[config.mk]
export PLATFORM = sky130hd
export DESIGN_NAME = mem_stage_ctrl
export DESIGN_NICKNAME = d
export VERILOG_FILES = /design/src/rtl/mem_stage_ctrl_pkg.sv /design/src/rtl/mem_timeout_ctr.sv /design/src/rtl/mem_stage_ctrl.sv
export SDC_FILE = /design/constraint.sdc
export NUM_CORES = 1
export LEC_CHECK = 0
export ABC_AREA = 0
export BUFFER_PORTS_ARGS = -buffer_cell sky130_fd_sc_hd__buf_2
export CAP_MARGIN = 0
export CORE_ASPECT_RATIO = 1.2
export CORE_MARGIN = 5
export CORE_UTILIZATION = 40
export CTS_CLUSTER_SIZE = 8
export DETAILED_ROUTE_END_ITERATION = 8
export GPL_TIMING_DRIVEN = 0
export PLACE_DENSITY_LB_ADDON = 0.12
export SYNTH_ARGS = -nofsm -noshare
export SYNTH_HDL_FRONTEND = slang
export SYNTH_SLANG_ARGS = --single-unit
[constraint.sdc]
create_clock -name clk -period 2.2 [get_ports clk]
set_input_delay 0.44 -clock clk [delete_from_list [all_inputs] [get_ports clk]]
set_output_delay 0.44 -clock clk [all_outputs]
set_load 0.02 [all_outputs]
[src/rtl/mem_stage_ctrl_pkg.sv]
// Shared types and constants for the memory-stage controller.
package mem_stage_ctrl_pkg;

    localparam int unsigned ADDR_W = 16;
    localparam int unsigned DATA_W = 16;
    localparam int unsigned REG_W  = 4;
    localparam int unsigned OP_W   = 4;

    localparam logic [OP_W-1:0] OP_LW = 4'b0101;
    localparam logic [OP_W-1:0] OP_SW = 4'b0110;

    typedef enum logic {
        IDLE   = 1'b0,
        ACCESS = 1'b1
    } state_e;

    // Command presented to the data memory while a request is outstanding.
    typedef struct packed {
        logic              wr;
        logic [ADDR_W-1:0] addr;
        logic [DATA_W-1:0] wdata;
    } mem_cmd_t;

    // Writeback payload handed to the register file stage.
    typedef struct packed {
        logic              valid;
        logic              we;
        logic [REG_W-1:0]  dst;
        logic [DATA_W-1:0] data;
    } wb_pkt_t;

    // Memory is halfword addressed: the byte-select bit is forced low.
    function automatic logic [ADDR_W-1:0] align_half(input logic [ADDR_W-1:0] a);
        return {a[ADDR_W-1:1], 1'b0};
    endfunction

endpackage

[src/rtl/mem_timeout_ctr.sv]
// Counts ACCESS cycles without an ack; flags the cycle in which the wait budget runs out.
module mem_timeout_ctr #(
    parameter int unsigned TIMEOUT = 15
) (
    input  logic clk,
    input  logic rst_n,
    input  logic clear,
    input  logic enable,
    output logic expired
);

    localparam int unsigned CNT_W = (TIMEOUT > 0) ? $clog2(TIMEOUT + 1) : 1;
    localparam logic [CNT_W-1:0] CNT_MAX  = CNT_W'(TIMEOUT);
    localparam logic [CNT_W-1:0] CNT_LAST = CNT_W'((TIMEOUT > 0) ? TIMEOUT - 1 : 0);

    logic [CNT_W-1:0] cnt_q;

    // Saturating wait counter, cleared at the start of every access.
    always_ff @(posedge clk or negedge rst_n) begin
        if (!rst_n) begin
            cnt_q <= '0;
        end else if (clear) begin
            cnt_q <= '0;
        end else if (enable && (cnt_q != CNT_MAX)) begin
            cnt_q <= cnt_q + CNT_W'(1);
        end
    end

    // Expires on the ack-less cycle that would bring the count to TIMEOUT.
    assign expired = (TIMEOUT != 0) && enable && (cnt_q == CNT_LAST);

endmodule

[src/rtl/mem_stage_ctrl.sv]
// Memory-stage controller: passes ALU results to writeback, runs LW/SW memory handshakes.
module mem_stage_ctrl
    import mem_stage_ctrl_pkg::*;
#(
    parameter int unsigned TIMEOUT = 15,
    parameter int unsigned OPW     = 4
) (
    input  logic              clk,
    input  logic              rst_n,
    input  logic              ex_valid,
    output logic              ex_ready,
    input  logic [OPW-1:0]    ex_op,
    input  logic [ADDR_W-1:0] ex_result,
    input  logic [DATA_W-1:0] ex_store_data,
    input  logic [REG_W-1:0]  ex_dst,
    input  logic              ex_wen,
    output logic              mem_req,
    output logic              mem_wr,
    output logic [ADDR_W-1:0] mem_addr,
    output logic [DATA_W-1:0] mem_wdata,
    input  logic              mem_ack,
    input  logic [DATA_W-1:0] mem_rdata,
    output logic              wb_valid,
    output logic              wb_we,
    output logic [REG_W-1:0]  wb_dst,
    output logic [DATA_W-1:0] wb_data,
    output logic              err_timeout
);

    state_e           state_q, state_d;
    mem_cmd_t         cmd_q, cmd_d;
    logic             req_q, req_d;
    logic [REG_W-1:0] dst_q, dst_d;
    wb_pkt_t          wb_q, wb_d;
    logic             err_q, err_d;

    logic ctr_clear;
    logic ctr_en;
    logic ctr_expired;
    logic op_is_sw;
    logic op_is_mem;

    assign op_is_sw  = (ex_op == OPW'(OP_SW));
    assign op_is_mem = op_is_sw || (ex_op == OPW'(OP_LW));

    mem_timeout_ctr #(
        .TIMEOUT (TIMEOUT)
    ) u_timeout_ctr (
        .clk     (clk),
        .rst_n   (rst_n),
        .clear   (ctr_clear),
        .enable  (ctr_en),
        .expired (ctr_expired)
    );

    // State and registered outputs; reset abandons any access in flight.
    always_ff @(posedge clk or negedge rst_n) begin
        if (!rst_n) begin
            state_q <= IDLE;
            cmd_q   <= '0;
            req_q   <= 1'b0;
            dst_q   <= '0;
            wb_q    <= '0;
            err_q   <= 1'b0;
        end else begin
            state_q <= state_d;
            cmd_q   <= cmd_d;
            req_q   <= req_d;
            dst_q   <= dst_d;
            wb_q    <= wb_d;
            err_q   <= err_d;
        end
    end

    // Next-state and next-output logic; wb_valid is a single-cycle pulse.
    always_comb begin
        state_d   = state_q;
        cmd_d     = cmd_q;
        req_d     = req_q;
        dst_d     = dst_q;
        wb_d      = wb_q;
        wb_d.valid = 1'b0;
        err_d     = err_q;
        ctr_clear = 1'b0;
        ctr_en    = 1'b0;

        unique case (state_q)
            IDLE: begin
                if (ex_valid) begin
                    if (op_is_mem) begin
                        state_d     = ACCESS;
                        req_d       = 1'b1;
                        cmd_d.wr    = op_is_sw;
                        cmd_d.addr  = align_half(ex_result);
                        cmd_d.wdata = ex_store_data;
                        dst_d       = ex_dst;
                        ctr_clear   = 1'b1;
                    end else begin
                        wb_d.valid = 1'b1;
                        wb_d.we    = ex_wen;
                        wb_d.dst   = ex_dst;
                        wb_d.data  = ex_result;
                    end
                end
            end
            ACCESS: begin
                ctr_en = !mem_ack;
                if (mem_ack) begin
                    state_d    = IDLE;
                    req_d      = 1'b0;
                    wb_d.valid = 1'b1;
                    wb_d.we    = !cmd_q.wr;
                    wb_d.dst   = dst_q;
                    wb_d.data  = cmd_q.wr ? cmd_q.addr : mem_rdata;
                end else if (ctr_expired) begin
                    state_d    = IDLE;
                    req_d      = 1'b0;
                    err_d      = 1'b1;
                    wb_d.valid = 1'b1;
                    wb_d.we    = 1'b0;
                    wb_d.dst   = dst_q;
                end
            end
            default: state_d = IDLE;
        endcase
    end

    assign ex_ready    = (state_q == IDLE);
    assign mem_req     = req_q;
    assign mem_wr      = cmd_q.wr;
    assign mem_addr    = cmd_q.addr;
    assign mem_wdata   = cmd_q.wdata;
    assign wb_valid    = wb_q.valid;
    assign wb_we       = wb_q.we;
    assign wb_dst      = wb_q.dst;
    assign wb_data     = wb_q.data;
    assign err_timeout = err_q;

endmodule
**Yosys cells after proc, flatten, opt, wreduce, memory -nomap -nowiden**

Cells that the tools add are included.

- Bits in registers: 65
- Bits in latches: 0
- Memory bits (writable): 0
- Bits in read-only memories: 0
- Bits of input ports: 61
- Output and inout port bits: 58
- Logic and storage cells: 56
- Memories: 0

- Add/subtract/negate cells: 1
- $mul: 0
- Divide/modulo/power cells: 0
- $lt $le $gt $ge: 0
- Equal/unequal tests: 9
- Shift-type cells: 0
- Multiplexer cells: 21
- Bitwise operators: 2
- Reductions and logical operators: 11

Operators with widths:

| cell | count |
|---|---|
| $mux W22 | 2 |
| $pmux W22 S2 | 1 |
| $mux W16 | 2 |
| $reduce_and A3 Y1 | 5 |
| $mux W6 | 2 |
| $mux W1 | 10 |
| $eq A4 B3 Y1 const B | 2 |
| $mux W4 | 2 |
| $ne A2 B2 Y1 const B | 3 |
| $add A4 B1 Y4 const B | 1 |
| $eq A4 B4 Y1 const B | 1 |
| $ne A4 B4 Y1 const B | 1 |
| $pmux W1 S2 | 2 |
| $ne A3 B2 Y1 const B | 1 |
| $logic_and A1 B1 Y1 | 2 |
| $logic_not A1 Y1 | 2 |
| $ne A2 B1 Y1 const B | 1 |
| $not A1 Y1 | 2 |
| $reduce_bool A2 Y1 | 1 |
| $logic_or A1 B1 Y1 | 1 |

**Logic depth before layout (Yosys ltp)**

- Word-level depth: 6
- Depth in mapped cells: 5

**Modules after synthesis**

From an unflattened synthesis, not the netlist that was laid out.

- Cells, all modules: 225
- Area total of the unflattened synthesis: 2975.4 um2

Modules (own cells, without submodules):

| module | times used | cells an instance | area each (um2) |
|---|---|---|---|
| mem_stage_ctrl | 1 | 202 | 2715.1 |
| mem_timeout_ctr | 1 | 23 | 260.2 |

**Worst setup path after synthesis**

No wires, ideal clock.

- Path type: reg-to-reg
- From: reg cmd_q, in the netlist mem_wr
- To: reg wb_q, in the netlist wb_data[10]
- Arrival time: 1.453 ns
- Required time: 2.074 ns
- Slack: 0.622 ns
- Stages on the path, launching flop included: 6
- Path buffers: 2
- Period minus slack after synthesis: 1.578 ns
- Cells stage by stage: dfrtp_1 > buf_2 > buf_2 > mux2i_1 > nor2_1 > a221o_1

- Longest elaborated chain between the ends: 3

RTL lines:

| item | RTL line | text |
|---|---|---|
| start: declaration | mem_stage_ctrl.sv:31 | `mem_cmd_t cmd_q, cmd_d;` |
| start signal: assignment | mem_stage_ctrl.sv:67 | `cmd_q <= cmd_d;` |
| $mux W16 | mem_stage_ctrl.sv:114 | `wb_d.data = cmd_q.wr ? cmd_q.addr : mem_rdata;` |
| $mux W16 | mem_stage_ctrl.sv:108 | `if (mem_ack) begin` |
| $pmux W22 S2 | mem_stage_ctrl.sv:87 | `unique case (state_q)` |
| end signal: assignment | mem_stage_ctrl.sv:70 | `wb_q <= wb_d;` |
| end: declaration | mem_stage_ctrl.sv:34 | `wb_pkt_t wb_q, wb_d;` |

Every way passes these cells. The select of a mux whose other input is x is not followed.
A chain may end at the register's enable or synchronous reset.

**Final worst setup path**

- From: reg state_q
- To: out ex_ready

- Longest elaborated chain between the ends: 1

RTL lines:

| item | RTL line | text |
|---|---|---|
| start: declaration | mem_stage_ctrl.sv:30 | `state_e state_q, state_d;` |
| start signal: assignment | mem_stage_ctrl.sv:66 | `state_q <= state_d;` |
| $not A1 Y1 (no source line) | n/a |  |
| end: declaration | mem_stage_ctrl.sv:11 | `output logic ex_ready,` |

Every way passes these cells.

==> results.toml <==
[die]
die_height_um = 104
die_area_mm2 = 0.00925
placeableCoreArea_mm2 = 0.00723
io_pins = 119
dieWidth_um = 88.7
start_util_pct = 41.1
floorplan.rows = 34

[clock_network]
cts_tree = "built"
clk_path_buf_depth = 2
cts_hold_buffers = 0
cts-htree-levels = 3
cts.sink_count = 65
clock_latency_ns = 0.33
clkTransAtPathRegs_ns = 0.06
cts-buffers-inserted = 9
postCtsSetupBuffers = 0
cts_resized = 0
cts.root.buffer_cell = "clkbuf_8"

[power_and_ir_drop]
seqPwrFrac_pct = 46.1
power_switching_share_pct = 33.7
irDropWorstVdd_v = 0.000474
clock_power_share_pct = 22.7
power.combinational.fraction_pct = 31.2
internal_power_mw = 2.32
power.density_mw_per_mm2 = 920
net-switching-power_mw = 1.18
p_leak_nw = 2.00

[setup_path]
critical_path.slowest_cell = "dfrtp_1"
worstSetupEndpointType = "output pin"
cp_num_buf_inv = 3
worst-r2r-cell-count = 4
critical_path_peak_fanout = 10
critPathRequiredTime_ns = 1.76
path_delay_family = "buffers and inverters"
timing.critical_path.from_type = "flop"
critical_path.cell_chain = "clkbuf_1 > inv_1 > buf_2"
crit_cells = 3
peak_per_stage_delay_on_the_critical_path_ns = 0.44
cp.arrival_ns = 1.38
timing_worst_setup_path_type = "flop to output pin"

[place]
placedCellCount = 430
finalWeightedCongestion = 0.725
detailed_place_hpwl_um = 5290
buffer_ports.inserted = 117
post-place-ws_ns = 0.273

[route]
met3RoutedLength_um = 644
detail_route.drc_violations = 0
route.layer.met1.wl_um = 3270
drt_first_iter_violations = 80
post_drt_wl_per_cell_um = 16.8
vias = 2318
route.antenna.remaining_nets = 0
length_of_routed_met2_wiring_um = 3300
route.detailed.vias_per_inst = 5.24
firstDrtPassIters = 4
top_layer_used = "met4"
totalWireLength_um = 7420

[final_layout]
layout.cells.most_common_list = "buf_2, dfrtp_1, mux2_2, a221o_1, mux2i_1"
ratio_of_cells_with_drive_above_1_in_the_final_layout_pct = 49.1
diodes = 0
area_growth_from_synthesis_to_layout_pct = 28.2
num-nets-final = 414
fillCellCount = 665
finish.cell_count_without_fillers = 442
final-seq-area_mm2 = 0.00163
layout_commonest_cell = "buf_2"
multi_input_combinational_cell_area_mm2 = 0.00125

[job]
timing.max_cap.violations = 0

[worst_hold_path]
timing.hold.worst.class = "input port to async pin"

[sta]
hold_slack_ns = 0.200
setup_viol = 0
slack_of_the_critical_path_ns = 0.382
max_slew_margin_pct = 44.5
rsz_0062_raised_after_global_routing = "false"
fin_setup_tns_ns = 0
hold_viol = 0
timing.clock.skew_ns = 0.00804
max_freq_ghz = 0.550
layout_worst_path_cycle_share_pct = 82.6
finalWorstPathRequiredPeriod_ns = 1.82
worst_max_slew_pin_slew_ns = 0.832
timing_max_transition_violations_final = 0

[global_routing]
grtUsageTotal_pct = 16.6
grt_start_max_net_pins = 66
via_count_of_the_first_global_routing_pass = 2412
antenna_violations_before_repair = 0
grt_first_pass_wirelength_um = 11800
grt_overflow_total = 0

[synth]
synth_warnings = 0
synthesized_area_fraction_occupied_by_ao_oa_aoi_and_oai_cells_pct = 13.4
yosys-top-cells-area = "dfrtp_1, mux2_2, a221o_1"
synth.net_count = 286
synth_cell_type_count = 39
netlist.area_leader.share_pct = 54.8
synth_edf_count = 0
post-synth-top-area-cell = "dfrtp_1"
synth.area.mux_share_pct = 20.2
synthesis.area_mm2 = 0.00297
synth.ff_latch_count = 65
synthesis.instances = 223
async_reset_ff_share_pct = 100
dominant_combinational_cell_family_by_area_after_synthesis = "multiplexers"
synth-simple-area-share_pct = 6.53
synth-seq-area-share_pct = 54.8
synth-xor-area-share_pct = 1.10
synthAdderAreaFrac_pct = 0.843
synthesis.area_per_instance_um2 = 13.3
yosys_most_used_dff = "dfrtp_1"

[outcome]
status = "completed"
worst register-to-register path, stage by stage (launching register included):
cell	delay, ns
dfrtp_1	0.44
nand4bb_1	0.36
nor2_4	0.36
buf_8	0.21
mux2_4	0.31
kinds of logic after synthesis:
family / Yosys count
AO/OA/AOI/OAI: 47
XOR/XNOR: 2
adder cells (fa/ha/maj): 2
buffers and inverters: 15
flip-flops: 65
multiplexers: 53
other: 1
AND/OR/NAND/NOR: 38
cell usage after synthesis (all sizes together), types with 3 or more instances:
| cell type | number |
|---|---|
| dfrtp | 65 |
| mux2 | 35 |
| a221o | 19 |
| mux2i | 18 |
| nor2 | 16 |
| buf | 8 |
| o21ai | 7 |
| nand3 | 6 |
| a21oi | 5 |
| inv | 5 |
| a21boi | 4 |
| o211a | 4 |
| and3 | 3 |
| nand2 | 3 |
| nand2b | 3 |
| nor2b | 3 |
final cells by class:
type                            instances  share of cell area (%)
Buffer                                 10                    1.81
Clock buffer                           10                    3.35
Clock inverter                          2                   0.263
Inverter                                5                   0.493
Multi-Input combinational cell        143                    33.0
Sequential cell                        65                    42.7
Tap cell                               90                    2.96
Timing Repair Buffer                  117                    15.4
layer usage:
layer	GRT usage, %	up-vias
li1	-	1091
met2	25.2	91
met1	21.1	1121
met5	0	-
met3	6.26	15
met4	6.70	0
state kept, by name, summed over array words and instances (netlist names), 4 cells and up:
name and count:
mem_addr 15, u_timeout_ctr.cnt_q 4, wb_dst 4, dst_q 4
mem_wdata 16, wb_data 16
power by group through the flow:
stage	registers, mW	logic (mW)	clock network [mW]
after floorplan	1.92	0.408	0
after global placement	1.63	1.10	0
after detailed placement	1.63	1.11	0
after CTS	1.62	1.11	0.828
after global routing	1.65	1.18	0.881
final	1.62	1.09	0.794
metrics by stage:
step,util [%],power [mW],area [um^2]
after floorplan,-,2.32,2970
after detailed placement,50.7,2.75,3670
after global placement,50.7,2.73,3670
after CTS,52.6,3.56,3810
after global routing,52.6,3.72,3810
final,52.6,3.50,3810
final timing paths:
kind                                  start                endpoint  slack [ns]
hold / removal                        rst_n             mem_addr[6]        0.20
hold reg to reg                 err_timeout             err_timeout        0.47
setup / recovery                    state_q                ex_ready        0.38
max in group asynchronous             rst_n  u_timeout_ctr.cnt_q[2]        1.45
setup reg to reg                    state_q           mem_wdata[10]        0.42
min in group clk           ex_store_data[3]            mem_wdata[3]        0.33
No activity file was read; power rests on OpenSTA's default activity.
